`src/rtl/barret_reduce_pipe.sv`:
```
// barret_reduce_pipe
// Three-stage pipelined Barrett reduction: dout_r = din_a mod Q.
// An opaque tag travels with each operand so results can be matched to
// their requests. A single stall signal freezes the whole pipe when the
// output holds a result that the consumer has not yet taken.
//
// Ports
//   clk        : clock, rising edge
//   rst_n      : asynchronous active-low reset
//   in_valid   : din_a/din_tag carry an operand
//   in_ready   : block accepts an operand this cycle
//   din_a      : unsigned operand, W_IN bits
//   din_tag    : tag returned alongside the result
//   out_valid  : dout_r/dout_tag carry a result
//   out_ready  : consumer takes the result this cycle
//   dout_r     : din_a mod Q, W_OUT bits
//   dout_tag   : tag that accompanied the operand
//   busy       : some pipeline stage holds a valid entry
module barret_reduce_pipe #(
    parameter int unsigned Q     = 499,
    parameter int unsigned W_IN  = 17,
    parameter int unsigned W_OUT = 9,
    parameter int unsigned TAG_W = 4
) (
    input  logic             clk,
    input  logic             rst_n,
    input  logic             in_valid,
    output logic             in_ready,
    input  logic [W_IN-1:0]  din_a,
    input  logic [TAG_W-1:0] din_tag,
    output logic             out_valid,
    input  logic             out_ready,
    output logic [W_OUT-1:0] dout_r,
    output logic [TAG_W-1:0] dout_tag,
    output logic             busy
);

    // K equals the operand width, so MU = floor(2^K / Q) always fits in
    // W_IN bits (Q >= 3) and the quotient estimate p >> K never exceeds
    // the true quotient.
    localparam int unsigned     K     = W_IN;
    localparam logic [W_IN:0]   Q_EXT = (W_IN+1)'(Q);
    localparam logic [W_IN:0]   POW_K = (W_IN+1)'(1) << K;
    localparam logic [W_IN-1:0] MU    = W_IN'(POW_K / Q_EXT);

    // Stage registers
    logic             s1_valid;
    logic [W_IN-1:0]  s1_x;
    logic [W_IN-1:0]  s1_qe;
    logic [TAG_W-1:0] s1_tag;

    logic             s2_valid;
    logic [W_IN:0]    s2_r0;
    logic [TAG_W-1:0] s2_tag;

    logic             s3_valid;
    logic [W_OUT-1:0] s3_r;
    logic [TAG_W-1:0] s3_tag;

    // Combinational datapath between stages
    logic [2*W_IN-1:0] p_full;
    logic [W_IN-1:0]   qe_next;
    logic [W_IN:0]     qe_times_q;
    logic [W_IN:0]     r0_next;
    logic [W_IN:0]     r_fix1;
    logic [W_IN:0]     r_fix2;
    logic              advance;

    // The pipe moves whenever the output slot is empty or being drained.
    // in_ready is forced low during reset and never looks at in_valid.
    assign advance  = !s3_valid || out_ready;
    assign in_ready = advance && rst_n;

    assign out_valid = s3_valid;
    assign dout_r    = s3_r;
    assign dout_tag  = s3_tag;
    assign busy      = s1_valid || s2_valid || s3_valid;

    // Stage 1 arithmetic: full product x*MU, then keep only the quotient
    // estimate (p >> K); the low K bits carry no further information.
    always_comb begin
        p_full  = (2*W_IN)'(din_a) * (2*W_IN)'(MU);
        qe_next = W_IN'(p_full >> K);
    end

    // Stage 2 arithmetic: remainder estimate. qe*Q never exceeds x, so
    // the subtraction cannot wrap at W_IN+1 bits.
    always_comb begin
        qe_times_q = {1'b0, s1_qe} * Q_EXT;
        r0_next    = {1'b0, s1_x} - qe_times_q;
    end

    // Stage 3 arithmetic: up to two conditional subtractions of Q bring
    // the estimate into [0, Q).
    always_comb begin
        r_fix1 = (s2_r0 >= Q_EXT) ? (s2_r0 - Q_EXT) : s2_r0;
        r_fix2 = (r_fix1 >= Q_EXT) ? (r_fix1 - Q_EXT) : r_fix1;
    end

    // Pipeline registers: every stage shifts together when advance is
    // high; an empty upstream slot shifts in as a bubble. When advance is
    // low every stage holds, so a stalled result stays stable.
    always_ff @(posedge clk or negedge rst_n) begin
        if (!rst_n) begin
            s1_valid <= 1'b0;
            s1_x     <= '0;
            s1_qe    <= '0;
            s1_tag   <= '0;
            s2_valid <= 1'b0;
            s2_r0    <= '0;
            s2_tag   <= '0;
            s3_valid <= 1'b0;
            s3_r     <= '0;
            s3_tag   <= '0;
        end else if (advance) begin
            s1_valid <= in_valid;
            s1_x     <= din_a;
            s1_qe    <= qe_next;
            s1_tag   <= din_tag;
            s2_valid <= s1_valid;
            s2_r0    <= r0_next;
            s2_tag   <= s1_tag;
            s3_valid <= s2_valid;
            s3_r     <= W_OUT'(r_fix2);
            s3_tag   <= s2_tag;
        end
    end

endmodule

```
`config.mk`:
```
export PLATFORM = sky130hd
export DESIGN_NAME = barret_reduce_pipe
export DESIGN_NICKNAME = d
export VERILOG_FILES = /design/src/rtl/barret_reduce_pipe.sv
export SDC_FILE = /design/constraint.sdc
export NUM_CORES = 1
export LEC_CHECK = 0
export ABC_AREA = 1
export ABC_CLOCK_PERIOD_IN_PS = 5110
export CAP_MARGIN = 30
export CORE_MARGIN = 4
export CORE_UTILIZATION = 50
export CTS_BUF_LIST = sky130_fd_sc_hd__clkbuf_8
export DETAILED_ROUTE_END_ITERATION = 12
export PLACE_DENSITY = 0.66
export SLEW_MARGIN = 25
export SYNTH_ARGS = -nofsm -noshare
export SYNTH_HDL_FRONTEND = slang
export SYNTH_SLANG_ARGS = --single-unit
```
`constraint.sdc`:
```
create_clock -name clk -period 5.11 [get_ports clk]
set_input_delay 0.511 -clock clk [delete_from_list [all_inputs] [get_ports clk]]
set_output_delay 0.511 -clock clk [all_outputs]
set_load 0.005 [all_outputs]
```
Yosys cells after proc, flatten, opt, wreduce, memory -nomap -nowiden
Index checks and enable logic that the tools add are counted.

word-level totals
  bits in registers = 68
  input port bits = 25
  output and inout bits = 16
  logic and storage cells = 24

operators by class
  $add $sub $neg = 3
  $mul = 2
  $lt $le $gt $ge = 2
  multiplexer cells = 2
  reductions and logical operators = 5

operators with widths
  operator                 count
  $ge A18 B9 Y1 const B    2
  $mul A17 B8 Y25 const B  1
  $mul A9 B9 Y18 const B   1
  $mux W18                 1
  $sub A17 B18 Y18         1
  $sub A18 B9 Y18 const B  1
  $mux W9                  1
  $sub A9 B9 Y9 const B    1
  $logic_or A1 B1 Y1       3
  $logic_and A1 B1 Y1      1
  $logic_not A1 Y1         1

Logic depth before layout (Yosys ltp)
Gate-level depths: netlist of run 1.

  depth after elaboration = 4
  depth in mapped cells = 22
  gate-level depth less buffers = 21

Worst setup path before layout of run 1
Ideal clock, no wire load.

  path type = register to register
  from = reg s1_qe[2]
  to = reg s2_r0[17]
  library setup time = 0.132 ns
  arrival time = 4.464 ns
  data required time = 4.978 ns
  path slack = 0.514 ns
  stages on the path, launching flop included = 18
  path buffers = 0
  clock period less this slack = 4.596 ns
  cell sequence = dfrtp_1 > inv_1 > fa_1 > fa_1 > fa_1 > fa_1 > inv_1 > fa_1 > inv_1 > ha_1 > a21oi_1 > o21a_1 > inv_1 > a21oi_1 > nand3_1 > or2_2 > nand3_1 > o21ai_0

on the way
  longest elaborated chain between the ends = 2

RTL lines
  element                 line  RTL
  start, declared         49    logic [W_IN-1:0] s1_qe;
  start signal, assigned  118   s1_qe <= qe_next;
  $mul A9 B9 Y18          89    qe_times_q = {1'b0, s1_qe} * Q_EXT;
  $sub A17 B18 Y18        90    r0_next = {1'b0, s1_x} - qe_times_q;
  end signal, assigned    121   s2_r0 <= r0_next;
  end, declared           53    logic [W_IN:0] s2_r0;

Every way passes these cells.
A chain may end at the register's enable or synchronous reset.

Worst setup path in the final report of run 1
  from = reg s1_qe[1]
  to = reg s2_r0[14]

The elaborated chain is that of the path after synthesis.

==> results of run 1 <==
## metrics by stage
stage / TNS (ps) / hold slack [ps] / instances / setup slack (ps)
floorplan: 0 / 215 / 993 / 514
finish: 0 / 142 / 1223 / 252
global route: -11.7 / 159 / 1223 / -11.7
CTS: 0 / 147 / 1223 / 234
detailed placement: 0 / 455 / 1207 / 264
global placement: 0 / 451 / 1207 / 337
## layer usage
layer  share of wire, %  GRT usage [%]  vias up
met5                  0              0        -
met4                1.4           4.55        0
met3                2.8           2.83       18
met2                 48           32.3       69
met1                 48           25.3     2787
li1                   -              -     3209
## path summary, 6_finish.rpt
check / start / end / slack, ps / cells past startpoint
max: s1_qe[1] / s2_r0[14] / 250 / 16
min reg2reg: s1_tag[1] / s2_tag[1] / 470 / 2
min in group clk: s1_tag[1] / s2_tag[1] / 470 / 2
min: rst_n / s2_r0[12] / 140 / 1
max in group asynchronous: rst_n / s2_r0[17] / 3950 / 2
max reg2reg: s1_qe[1] / s2_r0[14] / 250 / 16
## repair_timing
action | in CTS | in global routing
gates resized for setup | 0 | 3
hold endpoints to repair | 0 | 0
endpoints found under the setup margin | 0 | 1
## registers in the layout, indices dropped and copies added (netlist names)
signal / cells
s1_tag: 4
s2_r0: 18
s2_tag: 4
out_valid: 1
dout_tag: 4
s2_valid: 1
s1_valid: 1
dout_r: 9
s1_qe: 9
s1_x: 17
## cell usage after synthesis, drive strengths merged, types with 2 or more instances
| master | number | share of area [%] |
|---|---|---|
| nand2 | 258 | 13 |
| inv | 197 | 9.7 |
| ha | 109 | 18 |
| dfrtp | 68 | 22 |
| o21ai | 68 | 4.6 |
| nand3 | 62 | 4.4 |
| fa | 55 | 14 |
| nor2 | 48 | 3.0 |
| a21oi | 41 | 2.7 |
| xor2 | 13 | 1.5 |
| clkbuf | 12 | 0.59 |
| nand4 | 9 | 0.82 |
| nand3b | 7 | 0.69 |
| or2 | 7 | 0.57 |
| nor3 | 6 | 0.54 |
| xnor2 | 6 | 0.69 |
| a21o | 3 | 0.29 |
| a31oi | 3 | 0.25 |
| buf | 3 | 0.29 |
| o21a | 3 | 0.29 |
| o21bai | 3 | 0.29 |
| and2 | 2 | 0.16 |
| and3 | 2 | 0.16 |
## final cells by class
cell class | instances | share of cell area (%)
Tap cell | 184 | 2.72
Inverter | 198 | 8.79
Clock buffer | 9 | 1.47
Clock inverter | 7 | 0.977
Timing Repair Buffer | 45 | 5.12
Sequential cell | 68 | 20.2
Multi-Input combinational cell | 712 | 60.8
## kinds of logic (layout without fill, tap and decap cells)
kind of cell,after synthesis,in the layout,synth area share (%)
adders and majority gates,164,164,32.3
buffers and inverters,213,259,10.6
AOI/OAI and AO/OA,128,128,9.09
xor gates and xnor gates,19,19,2.18
DFF,68,68,22.3
and+or+nand+nor,401,401,23.6
## worst max-delay path: stages (launching register included)
cell and delay, ps:
sky130_fd_sc_hd__dfrtp_1 490, sky130_fd_sc_hd__inv_1 160, sky130_fd_sc_hd__fa_1 580, sky130_fd_sc_hd__fa_1 450, sky130_fd_sc_hd__fa_1 530, sky130_fd_sc_hd__fa_1 550, sky130_fd_sc_hd__inv_1 50, sky130_fd_sc_hd__fa_1 490
sky130_fd_sc_hd__inv_1 40, sky130_fd_sc_hd__ha_1 360, sky130_fd_sc_hd__a21oi_1 260, sky130_fd_sc_hd__o21ai_0 130, sky130_fd_sc_hd__nand2_1 80, sky130_fd_sc_hd__o2111ai_1 130, sky130_fd_sc_hd__or2_2 300, sky130_fd_sc_hd__nand3_1 70
sky130_fd_sc_hd__o21ai_0 80
==> results by group, run 1 <==
Outcome
  – Outcome: finished clean

Global route
  – All-layer global routing usage: 18.9%
  – Wire length of the first global-routing pass: between 20000 and 30000 µm
  – Vias in the first global route: around 6k
  – Initial antenna violation count: 0
  – Pin count of the biggest net entering global routing: 54
  – Total grt overflow: 0

Yosys
  – Average size of a mapped cell: approximately 7.7 µm²
  – Count of warnings emitted by yosys: 0
  – Count of flip-flops with a built-in enable after synthesis: 0
  – Post-synth design cell area: around 7600 µm²
  – Share of flip-flops with an asynchronous set or reset after synthesis: 100%
  – Count of distinct cell types in the synthesized netlist: 45
  – Top_reg_cell synth: sky130_fd_sc_hd__dfrtp_1
  – Share of synthesized area occupied by flip-flops and latches: 22.3%
  – Number of nets in the synthesized netlist: around 1.2k
  – Register bit count reported by yosys: 68
  – Cells after Synth: around 1000

Floorplanning
  – Effective utilization at floorplan: 51.8%
  – Width of the chip: 132 µm
  – Die Outline Area: 17300 µm²
  – Core Footprint: about 15000 µm²
  – Die Y-Extent: about 130 µm
  – IO Pins: ~40
  – Total number of placement rows: 44

STA
  – Final-report max-slew violation count: 0
  – Peak clock frequency supported by timing: 206 MHz
  – Clock Skew: roughly 9.4 ps
  – Slew HR: 46.1%
  – Hold violation total from the final report: 0
  – Worst-Margin Slew: 808 ps
  – Total of endpoints with negative setup slack in the final report: 0
  – Fin crit period: about 4900 ps
  – Post-route clock period utilization: a little over nine tenths

Route
  – First DRT Iteration DRCs: 248
  – Antenna-violating nets left: 0
  – Via density: 4.97
  – Wire length reported by the detailed router: 15600 µm
  – Routed vias: approximately 6.1k
  – First-pass detailed-route iteration total: 5
  – Drt wl/cell: between 10 and 15 µm
  – Post-route DRC violation count: 0

Clock tree
  – Maximum level of the CTS H-tree: 3
  – Post-CTS setup buffer count: 0
  – Count of hold-fix buffers inserted at cts: 0
  – TritonCTS clock tree: done
  – Clk_lat worst skew: ~360 ps
  – CTS Root Cell: sky130_fd_sc_hd__clkbuf_8
  – Clock-pin slew on the worst setup and hold paths: ~80 ps
  – Maximum number of buffers from clock root to sink: 2
  – Sink Count: 68
  – Number of buffers added by the clock tree synthesis step: 9

Final layout
  – Count of inserted antenna diode cells: 0
  – Area of the multi-input gates: 5130 µm²
  – Post-route design area: approximately 8500 µm²
  – Share of final-layout standard cells stronger than drive strength 1: about 6.1%
  – Commonest non-fill, non-tap cells in the layout: 246 x sky130_fd_sc_hd__nand2_1, 189 x sky130_fd_sc_hd__inv_1, 109 x sky130_fd_sc_hd__ha_1
  – Area growth from synthesis to layout: 10.6%
  – Final standard cell utilization of the core: 57.3%
  – Most common cell after layout, fill and taps aside: sky130_fd_sc_hd__nand2_1
  – Final-layout fill cell count: 1378
  – Post-layout nets: roughly 1.2k
  – Register Area: 1700 µm²

Placement
  – Gpl congestion: 0.852
  – Count of buffers inserted at the top-level ports: 40
  – Post-placement cell area: 8240 µm²
  – Hpwl dp: 12900 µm

Hold path
  – Hold WC Path Type: in -> async

Setup path
  – Critical Path Sink Type: register
  – CP arrival: 5100 ps
  – Critical Path Start Type: register
  – Data required, critical path: ~5400 ps
  – Class of the most critical setup path: reg -> reg
  – Critical path peak fanout: 7

Run
  – Max Cap Violations: 0
Power of run 1 is not shown: default switching activity piles up to over one toggle a cycle in this logic, so the estimate is an artifact.
==> run 2, diff against run 1 <==
--- a/config.mk
+++ b/config.mk
@@ -12,7 +12,8 @@
 export CORE_UTILIZATION = 50
 export CTS_BUF_LIST = sky130_fd_sc_hd__clkbuf_8
 export DETAILED_ROUTE_END_ITERATION = 12
-export PLACE_DENSITY = 0.66
+export DONT_BUFFER_PORTS = 1
+export PLACE_DENSITY = 0.63
 export SLEW_MARGIN = 25
 export SYNTH_ARGS = -nofsm -noshare
 export SYNTH_HDL_FRONTEND = slang
==> results by group, run 2 (synthesized netlist as in run 1, its figures left out) <==
Outcome
  – Outcome: finished clean

Final layout
  – Final-layout fill cell count: 1439
  – Register Area: between 1500 and 2000 µm²
  – Area of the multi-input gates: 5140 µm²
  – Post-layout nets: ~1.2k
  – Area growth from synthesis to layout: 5.99%
  – Largest register FFs: 18
  – Register ranked first by flip-flop count: s2_r0
  – Most common cell after layout, fill and taps aside: sky130_fd_sc_hd__nand2_1
  – Leading registers by flop count: s2_r0 (18), s1_x (17)
  – Count of inserted antenna diode cells: 0
  – Commonest non-fill, non-tap cells in the layout: 246 x sky130_fd_sc_hd__nand2_1, 190 x sky130_fd_sc_hd__inv_1, 109 x sky130_fd_sc_hd__ha_1
  – Share of final-layout standard cells stronger than drive strength 1: 6.21%

Route
  – Drt wl/cell: 13.2 µm
  – First DRT Iteration DRCs: 190
  – Post-route DRC violation count: 0
  – Routed vias: 5889
  – First-pass detailed-route iteration total: 5
  – Antenna-violating nets left: 0
  – Wire length reported by the detailed router: 15600 µm
  – Via density: 4.98

Clock tree
  – Post-CTS setup buffer count: 0
  – Number of buffers added by the clock tree synthesis step: 9
  – Maximum level of the CTS H-tree: 3
  – Clock-pin slew on the worst setup and hold paths: about 80 ps
  – TritonCTS clock tree: done
  – CTS Root Cell: sky130_fd_sc_hd__clkbuf_8
  – Clk_lat worst skew: 350 ps
  – Sink Count: 68
  – Maximum number of buffers from clock root to sink: 2

Global route
  – Pin count of the biggest net entering global routing: 69
  – Wire length of the first global-routing pass: 27000 µm
  – Total grt overflow: 0
  – Initial antenna violation count: 0
  – Vias in the first global route: 5681
  – All-layer global routing usage: 18.8%

Placement
  – Count of buffers inserted at the top-level ports: 0
  – Gpl congestion: a little under 0.9
  – Pre-CTS worst setup slack: 223 ps
  – Hpwl dp: 12600 µm

Setup path
  – Class of the most critical setup path: reg -> reg
  – Most numerous cell on the critical path: sky130_fd_sc_hd__fa_1
  – Setup slack of the worst register-to-register path: 300 ps
  – Critical Path Sink Type: register
  – Delay contributed by the slowest stage of the critical path: roughly 580 ps
  – Critical path peak fanout: 7
  – Data required, critical path: 5330 ps
  – Sequence of cells on the critical path: inv_1 > fa_1 > fa_1 > fa_1 > fa_1 > inv_1 > fa_1 > inv_1 > ha_1 > a21oi_1 > o21ai_0 > nand2_1 > o2111ai_1 > or2_2 > nand3_1 > o21ai_0
  – Critical Path Start Type: register
  – CP arrival: around 5000 ps
  – Standard cell with the maximum stage delay on the critical path: sky130_fd_sc_hd__fa_1

STA
  – Clock Skew: 14.2 ps
  – Setup tns final: 0 ps
  – Slew HR: 63.4%
  – Peak clock frequency supported by timing: 208 MHz
  – Hold violation total from the final report: 0
  – Worst-Margin Slew: approximately 550 ps
  – Fin crit period: 4810 ps
  – Total of endpoints with negative setup slack in the final report: 0
  – Post-route clock period utilization: 94.0%
  – Setup slack of the critical path after layout: 304 ps
  – Final-report max-slew violation count: 0
  – Setup repair after global routing missed its margin: no
  – Hold_ws: between 9 and 10 ps

Run
  – Max Cap Violations: 0

Floorplanning
  – IO Pins: 41
  – Die Y-Extent: 132 µm
  – Total number of placement rows: 44
  – Core Footprint: around 15000 µm²
  – Effective utilization at floorplan: about half
  – Die Outline Area: 17300 µm²
  – Width of the chip: roughly 130 µm

Hold path
  – Hold WC Path Type: in -> async
-- run 2: repair_timing --
item / in CTS / in global routing
hold buffers: 1 / 0
endpoints found under the hold margin: 68 / 0
setup endpoints to repair: 0 / 1
resized for setup: 0 / 4
-- run 2: routing by layer --
| layer | global-route usage, % | share of wire (%) | wire, µm |
|---|---|---|---|
| met5 | 0 | 0 | 0 |
| met4 | 4.08 | 0.51 | 80 |
| met3 | 3.10 | 2.5 | 395 |
| met2 | 31.5 | 49 | 7600 |
| met1 | 25.7 | 48 | 7560 |
-- run 2: area by class of cell --
| type | count | share of cell area [%] |
|---|---|---|
| inverter | 198 | 9.18 |
| timing repair buffer | 4 | 0.618 |
| clock inverter | 6 | 1.16 |
| sequential | 68 | 21.0 |
| multi-input combinational | 712 | 63.5 |
| clock buffer | 10 | 1.70 |
| tap | 184 | 2.84 |
-- run 2: metrics by stage --
stage          util, %  instances  area, µm²
4_1_cts           54.8       1182       8090
6_report          54.9       1182       8100
2_1_floorplan        -        993       7640
3_3_place_gp      53.1       1165       7830
3_5_place_dp      53.1       1165       7830
5_1_grt           54.9       1182       8100
-- run 2: critical path: cells and delay by family, from the launching register on --
| kind | cells | cell delay, ps |
|---|---|---|
| buffers and inverters | 3 | 260 |
| AOI/OAI and AO/OA | 4 | 580 |
| DFF | 1 | 480 |
| adders and majority gates | 6 | 2910 |
| and+or+nand+nor | 3 | 440 |
-- run 2: final timing paths --
kind	startpoint	end	cells past startpoint
worst max-delay path	s1_qe[1]	s2_r0[14]	16
worst min-delay path	rst_n	s2_r0[12]	1
max in group asynchronous	rst_n	s1_qe[6]	1
worst max register to register	s1_qe[1]	s2_r0[14]	16
worst min register to register	s2_tag[2]	dout_tag[2]	2
min in group clk	din_tag[2]	s1_tag[2]	2
Power of run 2 is left out for the same reason.
